==> config.mk <==
export PLATFORM = sky130hd
export DESIGN_NAME = uart_rx
export DESIGN_NICKNAME = d
export VERILOG_FILES = /design/src/rtl/uart_rx.sv
export SDC_FILE = /design/constraint.sdc
export NUM_CORES = 1
export LEC_CHECK = 0
export ABC_AREA = 0
export CAP_MARGIN = 30
export CORE_ASPECT_RATIO = 1.25
export CORE_MARGIN = 1
export CORE_UTILIZATION = 58
export DETAILED_ROUTE_END_ITERATION = 8
export GPL_ROUTABILITY_DRIVEN = 0
export PLACE_DENSITY = 0.83
export SLEW_MARGIN = 0
export SYNTH_ARGS = -nofsm -noshare
export SYNTH_HDL_FRONTEND = slang
export SYNTH_SLANG_ARGS = --single-unit
==> constraint.sdc <==
create_clock -name clk -period 2.25 [get_ports clk]
set_clock_uncertainty 0.1 [all_clocks]
set_input_delay 0.225 -clock clk [delete_from_list [all_inputs] [get_ports clk]]
set_output_delay 0.225 -clock clk [all_outputs]
set_load 0.1 [all_outputs]
==> src/rtl/uart_rx.sv <==
// uart_rx: oversampling asynchronous serial receiver.
// Mid-bit sampling, start/stop framing checks, valid/ready output.
module uart_rx #(
    parameter int DATA_WIDTH = 8,
    parameter int BAUD_RATE  = 115200,
    parameter int CLK_FREQ   = 100_000_000
) (
    input  logic                  clk,
    input  logic                  rst,
    input  logic                  sig,
    output logic [DATA_WIDTH-1:0] data,
    output logic                  valid,
    input  logic                  ready,
    output logic                  frame_err,
    output logic                  overrun
);

    localparam int PULSE_WIDTH      = CLK_FREQ / BAUD_RATE;
    localparam int HALF_PULSE_WIDTH = PULSE_WIDTH / 2;
    localparam int CW = $clog2(PULSE_WIDTH) + 1;
    localparam int IW = (DATA_WIDTH > 1) ? $clog2(DATA_WIDTH) : 1;

    localparam logic [CW-1:0] CNT_FULL = CW'(PULSE_WIDTH - 1);
    localparam logic [CW-1:0] CNT_HALF = CW'(HALF_PULSE_WIDTH - 1);
    localparam logic [IW-1:0] LAST_BIT = IW'(DATA_WIDTH - 1);

    localparam logic [2:0] IDLE  = 3'd0;
    localparam logic [2:0] START = 3'd1;
    localparam logic [2:0] DATA  = 3'd2;
    localparam logic [2:0] STOP  = 3'd3;
    localparam logic [2:0] BREAK = 3'd4;

    logic                  sync0;
    logic                  line;
    logic [2:0]            state;
    logic [CW-1:0]         cnt;
    logic [IW-1:0]         bit_idx;
    logic [DATA_WIDTH-1:0] shift_r;
    logic                  stop_ok;
    logic                  stop_bad;

    // Two-flop synchronizer; idles high so reset never looks like a start bit
    always_ff @(posedge clk) begin
        if (rst) begin
            sync0 <= 1'b1;
            line  <= 1'b1;
        end else begin
            sync0 <= sig;
            line  <= sync0;
        end
    end

    assign stop_ok  = (state == STOP) && (cnt == '0) && line;
    assign stop_bad = (state == STOP) && (cnt == '0) && !line;

    // Frame FSM: half-bit wait to centre on the start bit, then full-bit steps
    always_ff @(posedge clk) begin
        if (rst) begin
            state   <= IDLE;
            cnt     <= '0;
            bit_idx <= '0;
            shift_r <= '0;
        end else begin
            case (state)
                IDLE: begin
                    if (!line) begin
                        state <= START;
                        cnt   <= CNT_HALF;
                    end
                end
                START: begin
                    if (cnt != '0) begin
                        cnt <= cnt - 1'b1;
                    end else if (line) begin
                        state <= IDLE;
                    end else begin
                        state   <= DATA;
                        cnt     <= CNT_FULL;
                        bit_idx <= '0;
                    end
                end
                DATA: begin
                    if (cnt != '0) begin
                        cnt <= cnt - 1'b1;
                    end else begin
                        shift_r[bit_idx] <= line;
                        cnt              <= CNT_FULL;
                        if (bit_idx == LAST_BIT) begin
                            state <= STOP;
                        end else begin
                            bit_idx <= bit_idx + 1'b1;
                        end
                    end
                end
                STOP: begin
                    if (cnt != '0) begin
                        cnt <= cnt - 1'b1;
                    end else begin
                        state <= line ? IDLE : BREAK;
                    end
                end
                BREAK: begin
                    if (line) begin
                        state <= IDLE;
                    end
                end
                default: state <= IDLE;
            endcase
        end
    end

    // Output holding register with valid/ready handshake and error pulses
    always_ff @(posedge clk) begin
        if (rst) begin
            data      <= '0;
            valid     <= 1'b0;
            frame_err <= 1'b0;
            overrun   <= 1'b0;
        end else begin
            frame_err <= stop_bad;
            overrun   <= stop_ok && valid && !ready;
            if (stop_ok && (!valid || ready)) begin
                data  <= shift_r;
                valid <= 1'b1;
            end else if (valid && ready) begin
                valid <= 1'b0;
            end
        end
    end

endmodule

==> out/results.tsv, run 1 <==
stage	metric	value	unit
run_status	outcome	complete, no violations	
sta	setup_violations	0	
synthesis	ys_warn_count	0	
die	pin_count	15	
sta	worst_pin_slew	0.580	ns
critical_path	cp_slowest_stage_delay	0.52	ns
global_route	antenna_found_initial	0	
die	dieArea	3950	um2
synthesis	synth_seq_cells	38	
synthesis	synth_top_cells_by_area	dfxtp_1 (35%), nand4_1 (4.4%), a21oi_1 (4.2%)	
sta	finalCriticalPeriod	2.18	ns
synthesis	synth_top_area_share	35.5	%
cells_and_area	multiInputGateArea	1240	um2
clock_tree	clkTransAtPathRegs	0.08	ns
clock_tree	clkSinkCount	38	
sta	slew_headroom	61.3	%
global_route	track_usage	28.7	%
die	initial_core_util	61.0	%
synthesis	synth_ff_type	dfxtp_1	
critical_path	reg2regPathDepth	6	
die	die_h	70.0	um
clock_tree	clk_latency	0.30	ns
global_route	grt_max_degree	19	
hold_path	hold_path_depth	1	
global_route	grt_pass1_wl	9040	um
clock_tree	h-tree-depth	2	
sta	max_freq	458	MHz
cells_and_area	area_growth	16.5	%
power	p_per_area	874	nW/um2
synthesis	netlist-cell-type-count	62	
clock_tree	cts_buffer_depth	2	
placed_design	dp.cells	297	
cells_and_area	layout_commonest_cell	dfxtp_1	
critical_path	worstPathRequired	2.36	ns
global_route	gr-total-overflow	0	
clock_tree	cts_inserted_buffers	5	
sta	finalHoldViolations	0	
power	peakVddDrop	0.000803	V
run	drv_cap	0	
synthesis	synthArstFlopShare	0	%
critical_path	crit_chain	inv_2 -> ha_2 -> or4b_4 -> nor4_1 -> a2111oi_0 -> a211oi_1	
critical_path	slowest_stage	or4b_4	
detailed_routing	antenna_left	0	
detailed_routing	first_iter_violations	150	
placed_design	place_area	2320	um2
critical_path	endpoint_kind	register	
sta	finalCritPeriodShare	97.0	%
detailed_routing	drc	0	
synthesis	synth_nets	260	
detailed_routing	vias	2082	
cells_and_area	design_area	2500	um2
synthesis	synth_seq_area_share	35.5	%
synthesis	synth_edf_count	0	
die	fp.dieW	56.4	um
detailed_routing	wl	5550	um
synthesis	post_synth.cell_area_avg	8.51	um2
cells_and_area	layout.nets	275	
die	coreArea	3510	um2
cells_and_area	seq_area	766	um2
synthesis	synth_area	2140	um2
placed_design	place.port_buffers	14	
hold_path	hp-class	register to register	
cells_and_area	fin_cells	307	
sta	maxSlewViolCount	0	
cells_and_area	final_cell_mix	dfxtp_1 (36), buf_4 (28), a21oi_1 (18)	
die	rows	24	
cells_and_area	layout-drive-gt1-share	23.9	%
critical_path	critical_path_class	register to register	
detailed_routing	routedWlPerCell	18.1	um
sta	tns	0	ns
cells_and_area	fill_cells	258	
detailed_routing	via_per_inst	6.78	
critical_path	worstPathArrival	2.29	ns
clock_tree	cts_tree	yes	
detailed_routing	first_pass_iters	4	
critical_path	worstSetupStartpointType	register	
power	power	2.18	mW
placed_design	dp_hpwl	3800	um
power	cellLeakagePower	0.895	nW
synthesis	synth_area_leader_cell	dfxtp_1	
clock_tree	cts_root_buf	clkbuf_8	
cells_and_area	n_antenna_cell	0	
global_route	grt_pass1_vias	1999	
cells_and_area	utilization	71.1	%
synthesis	synth_cells	252	
critical_path	crit_fanout	5	
## Yosys cell counts, drive strengths merged (3+ instances only)
cell type,number
nor3b,5
nor2b,5
o31ai,3
o21ai,10
nor4b,3
or2,4
buf,9
nand3,11
nand2,6
a21oi,18
nand2b,4
clkbuf,14
ha,4
inv,16
a311oi,9
nand4,15
a31oi,3
nor2,11
dfxtp,38
a31o,9
nor3,10
or3,3
## stage by stage
stage | hold slack, ns | setup WS, ns
final | 0.322 | 0.0679
after floorplan | 0.229 | 0.233
after CTS | 0.319 | 0.0715
after detailed placement | 0.300 | 0.0173
after global placement | 0.292 | 0.118
after global routing | 0.365 | -0.0256
## state kept, by name, indices dropped and copies added (netlist names)
name and count:
cnt 11, sync0 1, line 1, data 8
valid 1, state 3, bit_idx 3, frame_err 1
overrun 1, shift_r 8
## cell families after synthesis
logic type,count (synthesis),share of synthesized area [%]
AOI/OAI and AO/OA,78,27.6
muxes,3,1.52
buffers and inverters,39,7.18
and+or+nand+nor,89,25.5
adders and majority gates,4,2.33
DFF,38,35.5
xor gates and xnor gates,1,0.408
## worst max-delay path, delay by kind of cell (launching register included)
| family | cells | cell delay [ns] |
|---|---|---|
| AND/OR/NAND/NOR | 2 | 1.01 |
| AO/OA/AOI/OAI | 2 | 0.38 |
| flip-flops | 1 | 0.35 |
| adder cells (fa/ha/maj) | 1 | 0.19 |
| buffers and inverters | 1 | 0.07 |
## path summary, 6_finish.rpt
check / start / to / slack, ns
worst max-delay path: cnt[1] / cnt[1] / 0.07
worst min-delay path: sync0 / line / 0.32
worst max register to register: cnt[1] / cnt[1] / 0.07
worst min register to register: sync0 / line / 0.32
## layer usage
layer	up-vias	wire length, um	track usage (%)
li1	995	-	-
met1	995	2290	33.9
met2	72	2840	50.0
met3	20	254	3.89
met4	0	170	14.4
met5	-	0	0
## power breakdown
group	leakage (nW)	switching [mW]	internal [mW]
Sequential	0.309	0.0544	0.710
Clock	0.0683	0.257	0.444
Combinational	0.518	0.451	0.267
## final cells by class
type                       count  area share, %
sequential                    38           30.7
multi-input combinational    175           49.8
tap                           39           1.95
inverter                      16           2.40
clock buffer                   5           2.76
clock inverter                 3           2.76
timing repair buffer          31           9.62
## timing repair
item                                    CTS  global route
pin swaps                                 0             2
buffers inserted                          0             2
hold buffers                              0             0
hold endpoints to repair                  0             0
resized for setup                         1             7
endpoints found under the setup margin    1            11
Note: power is estimated with default switching activity, not from simulation.
==> run 2: changes to the inputs <==
CORE_ASPECT_RATIO = 1.2   (was 1.25)
CORE_UTILIZATION = 63   (was 58)
PLACE_DENSITY = 0.85   (was 0.83)
clock period = 2.7 ns   (was 2.25 ns; I/O delays follow)
==> run 2 against run 1 <==
Against the previous run:
- via count fell by 2.0%
- register-to-register slack better by 0.44 ns
- non-clock buffer count is 6 lower
- critical path depth is the same
==> out/results.tsv, run 2 (synthesis gave the netlist of run 1 again) <==
stage	metric	value	unit
clock_tree	cts_tree	yes	
sta	setup_violations	0	
critical_path	cp_slowest_stage_delay	0.51	ns
die	rows	22	
clock_tree	clkSinkCount	38	
clock_tree	cts_inserted_buffers	5	
placed_design	place_ws	0.550	ns
sta	rsz0062_at_grt	no	
placed_design	place_area	2290	um2
cells_and_area	area_growth	12.0	%
cells_and_area	final_cell_mix	dfxtp_1 (38), buf_4 (22), a21oi_1 (18)	
cells_and_area	design_area	2400	um2
sta	max_freq	456	MHz
hold_path	whs_endpoint	line	
die	fp.dieW	55.3	um
sta	worst_pin_slew	0.567	ns
global_route	gr-total-overflow	0	
global_route	track_usage	31.2	%
power	p_per_area	710	nW/um2
cells_and_area	layout_commonest_cell	dfxtp_1	
sta	maxSlewViolCount	0	
clock_tree	h-tree-depth	2	
critical_path	crit_cells	6	
die	pin_count	15	
sta	finalHoldViolations	0	
critical_path	worstSetupStartpointType	register	
detailed_routing	drc	0	
placed_design	place.port_buffers	14	
hold_path	hp-start	sync0	
clock_tree	cts_setup_buffers	0	
cells_and_area	n_antenna_cell	0	
sta	finalCritPeriodShare	81.2	%
hold_path	hold_path_depth	1	
cells_and_area	layout.nets	269	
detailed_routing	first_iter_violations	182	
detailed_routing	vias	2041	
critical_path	r2r-end	cnt[1]	
die	die_h	65.9	um
die	initial_core_util	68.3	%
critical_path	cp.buffers_inverters	1	
critical_path	regToRegStartpoint	cnt[0]	
global_route	grt_pass1_wl	8960	um
critical_path	cp_top_family	simple AND/OR/NAND/NOR gates	
clock_tree	cts-resized-gates	0	
placed_design	dp_hpwl	3670	um
global_route	antenna_found_initial	0	
power	peakVddDrop	0.000521	V
clock_tree	holdBufCountCts	0	
global_route	grt_max_degree	24	
critical_path	rrSetupSlack	0.51	ns
clock_tree	clkTransAtPathRegs	0.11	ns
clock_tree	cts_root_buf	clkbuf_4	
critical_path	crit_fanout	6	
die	dieArea	3640	um2
cells_and_area	fill_cells	246	
detailed_routing	routedWlPerCell	17.6	um
detailed_routing	via_per_inst	6.85	
run_status	outcome	complete, no violations	
sta	tns	0	ns
sta	slew_headroom	62.1	%
clock_tree	cts_buffer_depth	2	
cells_and_area	largest_reg_flops	11	
critical_path	worstPathRequired	2.85	ns
clock_tree	clk_latency	0.35	ns
critical_path	endpoint_kind	register	
critical_path	worstPathArrival	2.34	ns
global_route	grt_pass1_vias	1914	
detailed_routing	antenna_left	0	
sta	finalCriticalPeriod	2.19	ns
hold_path	hp-class	register to register	
critical_path	critical_path_class	register to register	
sta	layout_setup_ws	0.507	ns
critical_path	slowest_stage	or4b_4	
run	drv_cap	0	
detailed_routing	first_pass_iters	4	
cells_and_area	layout-drive-gt1-share	19.5	%
cells_and_area	reg_top3	cnt x11, data x8, shift_r x8	
critical_path	reg2regPathDepth	6	
power	cellLeakagePower	0.853	nW
detailed_routing	wl	5240	um
critical_path	crit_chain	inv_1 -> ha_1 -> or4b_4 -> nor4_1 -> a2111oi_0 -> a211oi_1	
die	coreArea	3140	um2
cells_and_area	regMostFlops	cnt	
run 2: worst max-delay path by stage:
stage | startpoint | slack (ns) | to
CTS | cnt[0] | 0.52 | cnt[1]
global placement | cnt[0] | 0.57 | cnt[5]
global route | cnt[1] | 0.35 | cnt[1]
floorplan | cnt[0] | 0.68 | cnt[5]
detailed placement | cnt[0] | 0.55 | cnt[1]
finish | cnt[0] | 0.51 | cnt[1]
run 2: report_power, final:
part / switching (mW) / internal, mW
sequential: 0.0406 / 0.590
combinational: 0.366 / 0.209
clock: 0.188 / 0.314
run 2: area by class of cell:
type / instances / area [um2] / share of cell area, %
flip-flops and latches: 38 / 761 / 31.7
multi-input cells: 175 / 1230 / 51.2
clock inverters: 2 / 60.1 / 2.50
well taps: 36 / 45.0 / 1.88
clock buffers: 6 / 51.3 / 2.14
repair buffers: 25 / 195 / 8.13
inverters: 16 / 60.1 / 2.50
run 2: metrics by stage:
stage	utilization (%)	cells	hold WS, ns	power (mW)
after floorplan	-	252	0.274	1.04
after global placement	73.0	290	0.292	1.19
after detailed placement	73.0	290	0.313	1.20
after CTS	76.6	298	0.340	1.70
after global routing	76.6	298	0.346	1.79
final	76.6	298	0.333	1.71
run 2: routing by layer:
| metal | global-route usage (%) | vias up | share of wire [%] |
|---|---|---|---|
| met1 | 37.9 | 981 | 43 |
| met2 | 53.0 | 62 | 50 |
| met4 | 16.6 | 0 | 2.7 |
| li1 | - | 981 | - |
| met5 | 0 | - | 0 |
| met3 | 4.89 | 17 | 4.4 |
